[src/rtl/mul_div_unit.sv]
// Iterative MIPS multiply/divide unit with HI/LO; WIDTH+1 busy cycles per MULT/DIV, single-cycle MTHI/MTLO.
// Optional MADD/MADDU accumulate path is enabled by defining MUL_DIV_MADD_EN.
module mul_div_unit #(
  parameter  int WIDTH = 32,
  localparam int CNT_W = $clog2(WIDTH) + 1
) (
  input  logic             clk,
  input  logic             rst,
  input  logic             start,
  input  logic [2:0]       op,
  input  logic [WIDTH-1:0] A,
  input  logic [WIDTH-1:0] B,
  output logic             busy,
  output logic             done,
  output logic [WIDTH-1:0] hi,
  output logic [WIDTH-1:0] lo
);

  typedef enum logic [1:0] {S_IDLE, S_RUN, S_FIX} state_t;

  state_t             state_q, state_d;
  logic [CNT_W-1:0]   cnt_q;
  logic [WIDTH-1:0]   acc_hi_q, acc_lo_q, opnd_q;
  logic [WIDTH-1:0]   hi_q, lo_q;
  logic               is_div_q, neg_q, rem_neg_q, div0_q, done_q;

  logic               accept, is_mt, is_mc, is_div_op, sgn_op, a_neg, b_neg, last_iter;
  logic [WIDTH-1:0]   a_mag, b_mag;

  assign accept    = start && (state_q == S_IDLE);
  assign is_mt     = (op[2:1] == 2'b10);
  assign is_div_op = (op[2:1] == 2'b01);
  assign sgn_op    = ~op[0];
  assign a_neg     = sgn_op & A[WIDTH-1];
  assign b_neg     = sgn_op & B[WIDTH-1];
  assign a_mag     = a_neg ? (WIDTH'(0) - A) : A;
  assign b_mag     = b_neg ? (WIDTH'(0) - B) : B;
  assign last_iter = (cnt_q == CNT_W'(WIDTH - 1));

`ifdef MUL_DIV_MADD_EN
  logic madd_q;
  assign is_mc = ~is_mt;
`else
  assign is_mc = ~op[2];
`endif

  // Multiply step: acc_lo holds the remaining multiplier bits, product shifts in from the top.
  logic [WIDTH:0]     mul_sum;
  logic [WIDTH-1:0]   mul_hi_n, mul_lo_n;
  assign mul_sum  = {1'b0, acc_hi_q} + (acc_lo_q[0] ? {1'b0, opnd_q} : {(WIDTH+1){1'b0}});
  assign mul_hi_n = mul_sum[WIDTH:1];
  assign mul_lo_n = {mul_sum[0], acc_lo_q[WIDTH-1:1]};

  // Restoring divide step: acc_hi is the partial remainder, acc_lo shifts dividend out and quotient in.
  logic [WIDTH:0]     div_sh;
  logic               div_ge;
  logic [WIDTH-1:0]   div_hi_n, div_lo_n;
  assign div_sh   = {acc_hi_q, acc_lo_q[WIDTH-1]};
  assign div_ge   = (div_sh >= {1'b0, opnd_q});
  assign div_hi_n = div_ge ? (div_sh[WIDTH-1:0] - opnd_q) : div_sh[WIDTH-1:0];
  assign div_lo_n = {acc_lo_q[WIDTH-2:0], div_ge};

  logic [2*WIDTH-1:0] prod, prod_fix, res;
  logic [WIDTH-1:0]   quo_fix, rem_fix;
  assign prod     = {acc_hi_q, acc_lo_q};
  assign prod_fix = neg_q ? ((2*WIDTH)'(0) - prod) : prod;
  assign quo_fix  = div0_q ? {WIDTH{1'b1}} : (neg_q ? (WIDTH'(0) - acc_lo_q) : acc_lo_q);
  assign rem_fix  = rem_neg_q ? (WIDTH'(0) - acc_hi_q) : acc_hi_q;

`ifdef MUL_DIV_MADD_EN
  logic [2*WIDTH-1:0] hl_sum;
  assign hl_sum = {hi_q, lo_q} + prod_fix;
  assign res    = is_div_q ? {rem_fix, quo_fix} : (madd_q ? hl_sum : prod_fix);
`else
  assign res    = is_div_q ? {rem_fix, quo_fix} : prod_fix;
`endif

  always_ff @(posedge clk) begin
    if (rst) state_q <= S_IDLE;
    else     state_q <= state_d;
  end

  always_comb begin
    state_d = state_q;
    case (state_q)
      S_IDLE:  if (accept && is_mc) state_d = S_RUN;
      S_RUN:   if (last_iter)       state_d = S_FIX;
      S_FIX:                        state_d = S_IDLE;
      default:                      state_d = S_IDLE;
    endcase
  end

  always_comb begin
    busy = (state_q != S_IDLE);
  end

  always_ff @(posedge clk) begin
    if (rst) begin
      cnt_q     <= '0;
      acc_hi_q  <= '0;
      acc_lo_q  <= '0;
      opnd_q    <= '0;
      is_div_q  <= 1'b0;
      neg_q     <= 1'b0;
      rem_neg_q <= 1'b0;
      div0_q    <= 1'b0;
      hi_q      <= '0;
      lo_q      <= '0;
      done_q    <= 1'b0;
`ifdef MUL_DIV_MADD_EN
      madd_q    <= 1'b0;
`endif
    end else begin
      done_q <= (state_q == S_FIX);
      case (state_q)
        S_IDLE: if (accept) begin
          if (is_mt) begin
            if (op[0]) lo_q <= A;
            else       hi_q <= A;
          end else if (is_mc) begin
            cnt_q     <= '0;
            acc_hi_q  <= '0;
            acc_lo_q  <= is_div_op ? a_mag : b_mag;
            opnd_q    <= is_div_op ? b_mag : a_mag;
            is_div_q  <= is_div_op;
            neg_q     <= a_neg ^ b_neg;
            rem_neg_q <= a_neg;
            div0_q    <= is_div_op && (B == '0);
`ifdef MUL_DIV_MADD_EN
            madd_q    <= op[2];
`endif
          end
        end
        S_RUN: begin
          cnt_q    <= cnt_q + 1'b1;
          acc_hi_q <= is_div_q ? div_hi_n : mul_hi_n;
          acc_lo_q <= is_div_q ? div_lo_n : mul_lo_n;
        end
        S_FIX: {hi_q, lo_q} <= res;
        default: ;
      endcase
    end
  end

  assign done = done_q;
  assign hi   = hi_q;
  assign lo   = lo_q;

endmodule

[config.mk]
export PLATFORM = sky130hd
export DESIGN_NAME = mul_div_unit
export DESIGN_NICKNAME = d
export VERILOG_FILES = /design/src/rtl/mul_div_unit.sv
export SDC_FILE = /design/constraint.sdc
export NUM_CORES = 1
export LEC_CHECK = 0
export CORE_ASPECT_RATIO = 0.5
export CORE_UTILIZATION = 60
export CTS_BUF_LIST = sky130_fd_sc_hd__clkbuf_2
export DETAILED_ROUTE_END_ITERATION = 10
export GPL_ROUTABILITY_DRIVEN = 0
export PLACE_DENSITY = 0.83
export SLEW_MARGIN = 25
export SYNTH_ARGS = -nofsm -noshare
export SYNTH_HDL_FRONTEND = slang
export SYNTH_SLANG_ARGS = --single-unit
[constraint.sdc]
create_clock -name clk -period 6.7 [get_ports clk]
set_input_delay 1.34 -clock clk [delete_from_list [all_inputs] [get_ports clk]]
set_output_delay 1.34 -clock clk [all_outputs]
set_load 0.005 [all_outputs]
==> summary.txt, run 1 <==
Status -> completed
Slew Viols, Final -> 0
Crit path largest cell delay -> 740 ps
Syn Area/Cell -> 7.266 sq um
HP Class -> flip-flop to flip-flop
Starting DRT DRC Count -> 2,461
Post-Syn Area -> 14,920 sq um
Syn_nets -> 2,194
Final setup TNS -> 0 ps
Full die area -> 25,530 sq um
Post_cts resized -> 0
Max Clk Rate -> 236.6 MHz
Syn Inst Count -> 2,053
Fillcell total -> 2,064
Overflow after GRT -> 0
First-pass GRT wire length -> 84.44 mm
Vias in the first global route -> 14,869
# setup viols final -> 0
Residual DRC -> 0
Worst-Margin Slew -> 1130 ps
I/O Buffers -> 135
Area growth syn-to-layout -> 10.80%
Post-synth EDFFs -> 0
Chip width -> 225.0 microns
CTS Buf Count -> 17
Largest net degree at the start of global routing -> 73
Crit-path max FO -> 31
CTS tree -> yes
Rel. slew slack -> 24.40%
Pwr Density -> 157.2 nW/um^2
Rows -> 40
CTS Hold Bufs -> 0
Final ANT Viol Nets -> 0
Netlist cell types -> 75
Most common cell after layout, fill and taps aside -> nor2_1
Worst vdd ir -> 122.3 uV
Top FF cell, synth -> dfxtp_1
WP data arrival -> 5060 ps
CP Launch Type -> flip-flop
Yosys warns -> 0
Initial antenna violation count -> 0
Biggest area consumer among synthesized cells -> dfxtp_1
Core box area -> 24,170 sq um
Seq/Total Area, Yosys -> 23.22%
Met3 wire length -> 8.494 mm
WL met2 -> 22.51 mm
Clk_lat worst skew -> 900 ps
Die height -> 113.5 microns
Synthesized flop and latch total -> 173
Post-CTS Setup Inserts -> 0
CP required -> 7530 ps
Commonest cells after routing, fill and taps aside -> nor2_1, a21oi_1, nand2_1
Detailed-placement wirelength estimate -> 40.71 mm
CP cell instances -> clkinv_1, buf_4, nor2_1, ha_1, and3_1, a221o_1, a21o_1, o211ai_1, a31oi_1, o41ai_1, mux2i_1, a21boi_0, a41oi_1
Critical setup path kind -> flip-flop to flip-flop
M1 WL -> 21.71 mm
DR vias -> 16,653
Synth async-reset ratio -> 0%
Top-area cell type share of the netlist area -> 23.22%
P_leak -> 6.383 nW
Tot Pwr -> 0.002598 W
GRT Resource Usage Total -> 42.57%
Top Metal Used -> met4
ANT cells -> 0
Final Hold Fails -> 0
Layout Skew -> 41.54 ps
DRT Pass-1 Iters -> 8
Max-Cap Viols -> 0
CP max-delay cell -> o41ai_1
Root buffer selected by CTS -> clkbuf_2
Vias per cell -> 6.873
Minimum clock period -> 4226 ps
RSZ-0062 raised after global routing -> no
Ports -> 136
DR WL/cell -> 22.73 microns
Period utilisation layout -> 63.08%
NumNets Final -> 2,215
Largest cells by area after synthesis -> dfxtp_1, a21oi_1, nor2_1
Element type at the critical path end -> flip-flop
Overall routed net length -> 55.08 mm
Clock Sinks -> 173
Reg clk slew, reported paths -> 260 ps
Layout cells sized above 1 -> 4.217%
Initial Util -> 61.71%
CTS Buffer Depth -> 2
H-tree levels -> 4
[worst paths after layout]
check                    from           end  slack, ps  cells after the start
hold reg to reg     opnd_q[3]     opnd_q[3]        470                      2
setup / recovery  acc_lo_q[0]  acc_hi_q[30]       2470                     13
hold / removal      opnd_q[3]     opnd_q[3]        470                      2
setup reg to reg  acc_lo_q[0]  acc_hi_q[30]       2470                     13
[logic make-up after synthesis]
logic type | Yosys count | share of synthesized area [%]
xor gates and xnor gates | 172 | 10.10
adders and majority gates | 71 | 6.056
muxes | 74 | 4.982
AOI/OAI and AO/OA | 647 | 28.34
and+or+nand+nor | 694 | 21.59
buffers and inverters | 222 | 5.712
DFF | 173 | 23.22
[registers in the layout, indices dropped and copies added (netlist names)]
signal / flops
div0_q: 1
acc_hi_q: 32
cnt_q: 6
acc_lo_q: 32
is_div_q: 1
lo: 32
state_q: 2
done: 1
rem_neg_q: 1
opnd_q: 32
hi: 32
neg_q: 1
[stage by stage]
step / utilization [%] / instances / worst slack, ps / cell area, sq um / hold WS (ps)
after global routing: 68.37 / 2423 / 2271 / 16530 / 490.1
after detailed placement: 67.41 / 2391 / 2235 / 16300 / 447.8
after floorplan: - / 2053 / 3086 / 14920 / 431.9
final: 68.37 / 2423 / 2474 / 16530 / 470.7
after CTS: 68.35 / 2423 / 2445 / 16520 / 472.1
after global placement: 67.41 / 2391 / 2361 / 16300 / 439.2
[critical path: cells and delay by family, from the launching register on]
| family | cells | cell delay (ps) |
|---|---|---|
| fa+ha+maj | 1 | 280 |
| mux | 1 | 250 |
| compound gates | 7 | 2140 |
| buf+inv | 2 | 560 |
| simple gates | 2 | 380 |
| flops | 1 | 560 |
[where the power goes]
part,leakage [nW],switching (W),total (W),internal [W]
clock network,0.144,0.000435,0.000584,0.000149
registers,1.41,0.0000791,0.00116,0.00108
logic,4.83,0.000533,0.000859,0.000326
[synthesized netlist by cell type (9+ instances only)]
master	instances
or3_1	19
a221oi_1	28
xor2_1	86
nand2_1	193
o211ai_1	54
or4_1	21
a211oi_1	35
nor3_1	52
inv_1	64
nor2b_1	19
o41ai_1	14
nor2_1	249
nor4_1	23
ha_1	69
a22oi_1	13
a311oi_1	9
dfxtp_1	173
a41oi_1	9
o31ai_1	22
o22ai_1	11
and2_1	13
and3_1	15
buf_1	11
nand4_1	17
a21oi_1	203
o21ai_0	111
a21o_1	33
nand3_1	31
mux2i_1	72
clkbuf_1	139
a31oi_1	24
xnor2_1	86
[final cells by class]
| cell class | count | area [sq um] | share of cell area, % |
|---|---|---|---|
| inverter | 67 | 251.5 | 1.522 |
| clock inverter | 13 | 131.4 | 0.7949 |
| timing repair buffer | 157 | 1509 | 9.129 |
| clock buffer | 19 | 95.09 | 0.5753 |
| sequential | 173 | 3465 | 20.96 |
| tap | 336 | 420.4 | 2.544 |
| multi-input combinational | 1658 | 10660 | 64.47 |
[metal layers]
metal,vias to the layer above,global-route usage [%]
met5,-,0
met4,0,17.28
met3,232,14.06
met2,1214,61.95
met1,7693,57.69
li1,7514,-
Note: power is estimated with default switching activity, not from simulation.
==> inputs of run 2 (changes only) <==
==> constraint.sdc (replaced) <==
create_clock -name clk -period 4.25 [get_ports clk]
set_input_delay 0.85 -clock clk [delete_from_list [all_inputs] [get_ports clk]]
set_output_delay 0.85 -clock clk [all_outputs]
set_load 0.005 [all_outputs]
==> run 2 against run 1 <==
  * Cell count grew 1.4%
  * Critical path depth shrank 1
  * Largest power group unchanged
  * Combinational power grew 64%
  * Sequential share of layout area shrank 0.33 points
  * Sequential power grew 55%
  * Global-route usage grew 0.33 points
  * Via count grew 0.90%
  * Register-to-register slack lost 2100 ps
  * Design area grew 1.6%
==> summary.txt, run 2 (synthesis results as in run 1) <==
Status -> completed (unchanged)
Placed cell area -> 16,550 sq um (was 16,300 sq um)
Critical setup path kind -> flip-flop to flip-flop (unchanged)
CTS Hold Bufs -> 0 (unchanged)
Register Area -> 3465 sq um (unchanged)
Clk_lat worst skew -> 960 ps (was 900 ps)
Min Hold Slack -> 80.75 ps (was 470.7 ps)
CP required -> 5080 ps (was 7530 ps)
Starting DRT DRC Count -> 2,655 (was 2,461)
Area growth syn-to-layout -> 12.57% (was 10.80%)
Final setup TNS -> 0 ps (unchanged)
Vias per cell -> 6.839 (was 6.873)
Initial Util -> 61.71% (unchanged)
Slew Viols, Final -> 0 (unchanged)
Post_cts resized -> 0 (unchanged)
Final Hold Fails -> 0 (unchanged)
Most common cell after layout, fill and taps aside -> nor2_1 (unchanged)
Overall routed net length -> 55.62 mm (was 55.08 mm)
CTS tree -> yes (unchanged)
Sequential power share -> 43.5% (was 44.5%)
DRT Pass-1 Iters -> 8 (unchanged)
Final worst slack -> 376.7 ps (was 2474 ps)
Element type at the critical path end -> flip-flop (unchanged)
Layout Skew -> 59.64 ps (was 41.54 ps)
Full die area -> 25,530 sq um (unchanged)
DR WL/cell -> 22.64 microns (was 22.73 microns)
CTS Buffer Depth -> 2 (unchanged)
Clock network power share -> 22.6% (was 22.5%)
Max-Cap Viols -> 0 (unchanged)
Minimum clock period -> 3873 ps (was 4226 ps)
Residual DRC -> 0 (unchanged)
Post-CTS Setup Inserts -> 0 (unchanged)
Rows -> 40 (unchanged)
Area of the multi-input gates -> 10,650 sq um (was 10,660 sq um)
Die height -> 113.5 microns (unchanged)
CTS Buf Count -> 17 (unchanged)
Largest net degree at the start of global routing -> 72 (was 73)
Initial antenna violation count -> 2 (was 0)
Ports -> 136 (unchanged)
Core box area -> 24,170 sq um (unchanged)
Setup WS pre-CTS -> 564.0 ps (was 2235 ps)
Clock Sinks -> 173 (unchanged)
Root buffer selected by CTS -> clkbuf_2 (unchanged)
Crit path largest cell delay -> 520 ps (was 740 ps)
Commonest cells after routing, fill and taps aside -> nor2_1, a21oi_1, nand2_1 (unchanged)
CP startpoint -> acc_lo_q[0] (unchanged)
Design area -> 16,790 sq um (was 16,530 sq um)
H-tree levels -> 4 (unchanged)
Worst vdd ir -> 215.4 uV (was 122.3 uV)
Overflow after GRT -> 0 (unchanged)
Rel. slew slack -> 35.26% (was 24.40%)
I/O Buffers -> 135 (unchanged)
Design internal power -> 0.002468 W (was 0.001551 W)
Chip width -> 225.0 microns (unchanged)
WP data arrival -> 4700 ps (was 5060 ps)
Vias in the first global route -> 14,933 (was 14,869)
Pwr Density -> 246.7 nW/um^2 (was 157.2 nW/um^2)
Layout cells sized above 1 -> 5.569% (was 4.217%)
CP cell instances -> clkinv_1, nor2_1, ha_1, and3_1, a221o_1, a21o_1, o211ai_1, a31oi_1, o41ai_1, xor2_1, nor2_1, a221o_1 (was clkinv_1, buf_4, nor2_1, ha_1, and3_1, a221o_1, a21o_1, o211ai_1, a31oi_1, o41ai_1, mux2i_1, a21boi_0, a41oi_1)
P_leak -> 6.548 nW (was 6.383 nW)
Reg clk slew, reported paths -> 300 ps (was 260 ps)
Max Clk Rate -> 258.2 MHz (was 236.6 MHz)
Crit path max-delay family -> compound AO/OA/AOI/OAI gates (unchanged)
First-pass GRT wire length -> 84.52 mm (was 84.44 mm)
HP Class -> input pin to flip-flop (was flip-flop to flip-flop)
Worst-Margin Slew -> 968.7 ps (was 1130 ps)
Sw Ratio -> 40.44% (was 40.31%)
NumNets Final -> 2,247 (was 2,215)
CP Launch Type -> flip-flop (unchanged)
Final ANT Viol Nets -> 0 (unchanged)
Combinational share of power -> 33.9% (was 33.1%)
Detailed-placement wirelength estimate -> 41.41 mm (was 40.71 mm)
GRT Resource Usage Total -> 42.90% (was 42.57%)
CP max-delay cell -> o41ai_1 (unchanged)
# setup viols final -> 0 (unchanged)
Critical R2R Launch -> acc_lo_q[0] (unchanged)
DR vias -> 16,803 (was 16,653)
RSZ-0062 raised after global routing -> no (unchanged)
Fillcell total -> 2,082 (was 2,064)
Worst Hold Launch -> rst (was opnd_q[3])
Crit-path max FO -> 15 (was 31)
Worst Path Buf+Inv -> 1 (was 2)
Period utilisation layout -> 91.14% (was 63.08%)
Net Sw Power -> 0.001675 W (was 0.001047 W)
==> run 2: cell type report <==
class | count | area share (%)
Multi-Input combinational cell | 1658 | 63.42
Sequential cell | 173 | 20.63
Timing Repair Buffer | 189 | 10.49
Tap cell | 336 | 2.504
Inverter | 67 | 1.498
Clock inverter | 15 | 0.9165
Clock buffer | 17 | 0.5067
Antenna cell | 2 | 0.02980
==> run 2: metrics by stage <==
stage / total power [W] / std cells / utilization (%)
after floorplan: 0.002699 / 2053 / -
after global placement: 0.003149 / 2423 / 68.46
after detailed placement: 0.003163 / 2423 / 68.46
after CTS: 0.004070 / 2455 / 69.45
after global routing: 0.004315 / 2456 / 69.46
final: 0.004143 / 2457 / 69.47
==> run 2: worst paths after layout <==
check,end,slack (ps),cells past startpoint
worst max-delay path,acc_hi_q[24],380,12
worst min-delay path,hi[11],80,2
worst max register to register,acc_hi_q[24],380,12
worst min register to register,opnd_q[17],470,2
==> run 2: per-layer routing <==
layer  share of wire, %  global-route usage, %  up-vias
li1                   -                      -     7592
met1                 39                  56.95     7711
met2                 41                  62.51     1249
met3                 16                  16.28      251
met4                4.5                  16.96        0
met5                  0                      0        -
==> run 2: power by group through the flow <==
stage	clock [W]	sequential, W	combinational [W]
finish	0.000936	0.00180	0.00141
global route	0.00101	0.00181	0.00150
CTS	0.000927	0.00179	0.00135
detailed placement	0	0.00182	0.00134
global placement	0	0.00182	0.00133
floorplan	0	0.00177	0.000929
==> run 2: worst reg2reg max path, stage by stage (launching register included) <==
cell and delay (ps):
dfxtp_1 410, clkinv_1 490, nor2_1 260, ha_1 310, and3_1 240, a221o_1 340
a21o_1 200, o211ai_1 260, a31oi_1 200, o41ai_1 530, xor2_1 220, nor2_1 60
a221o_1 260
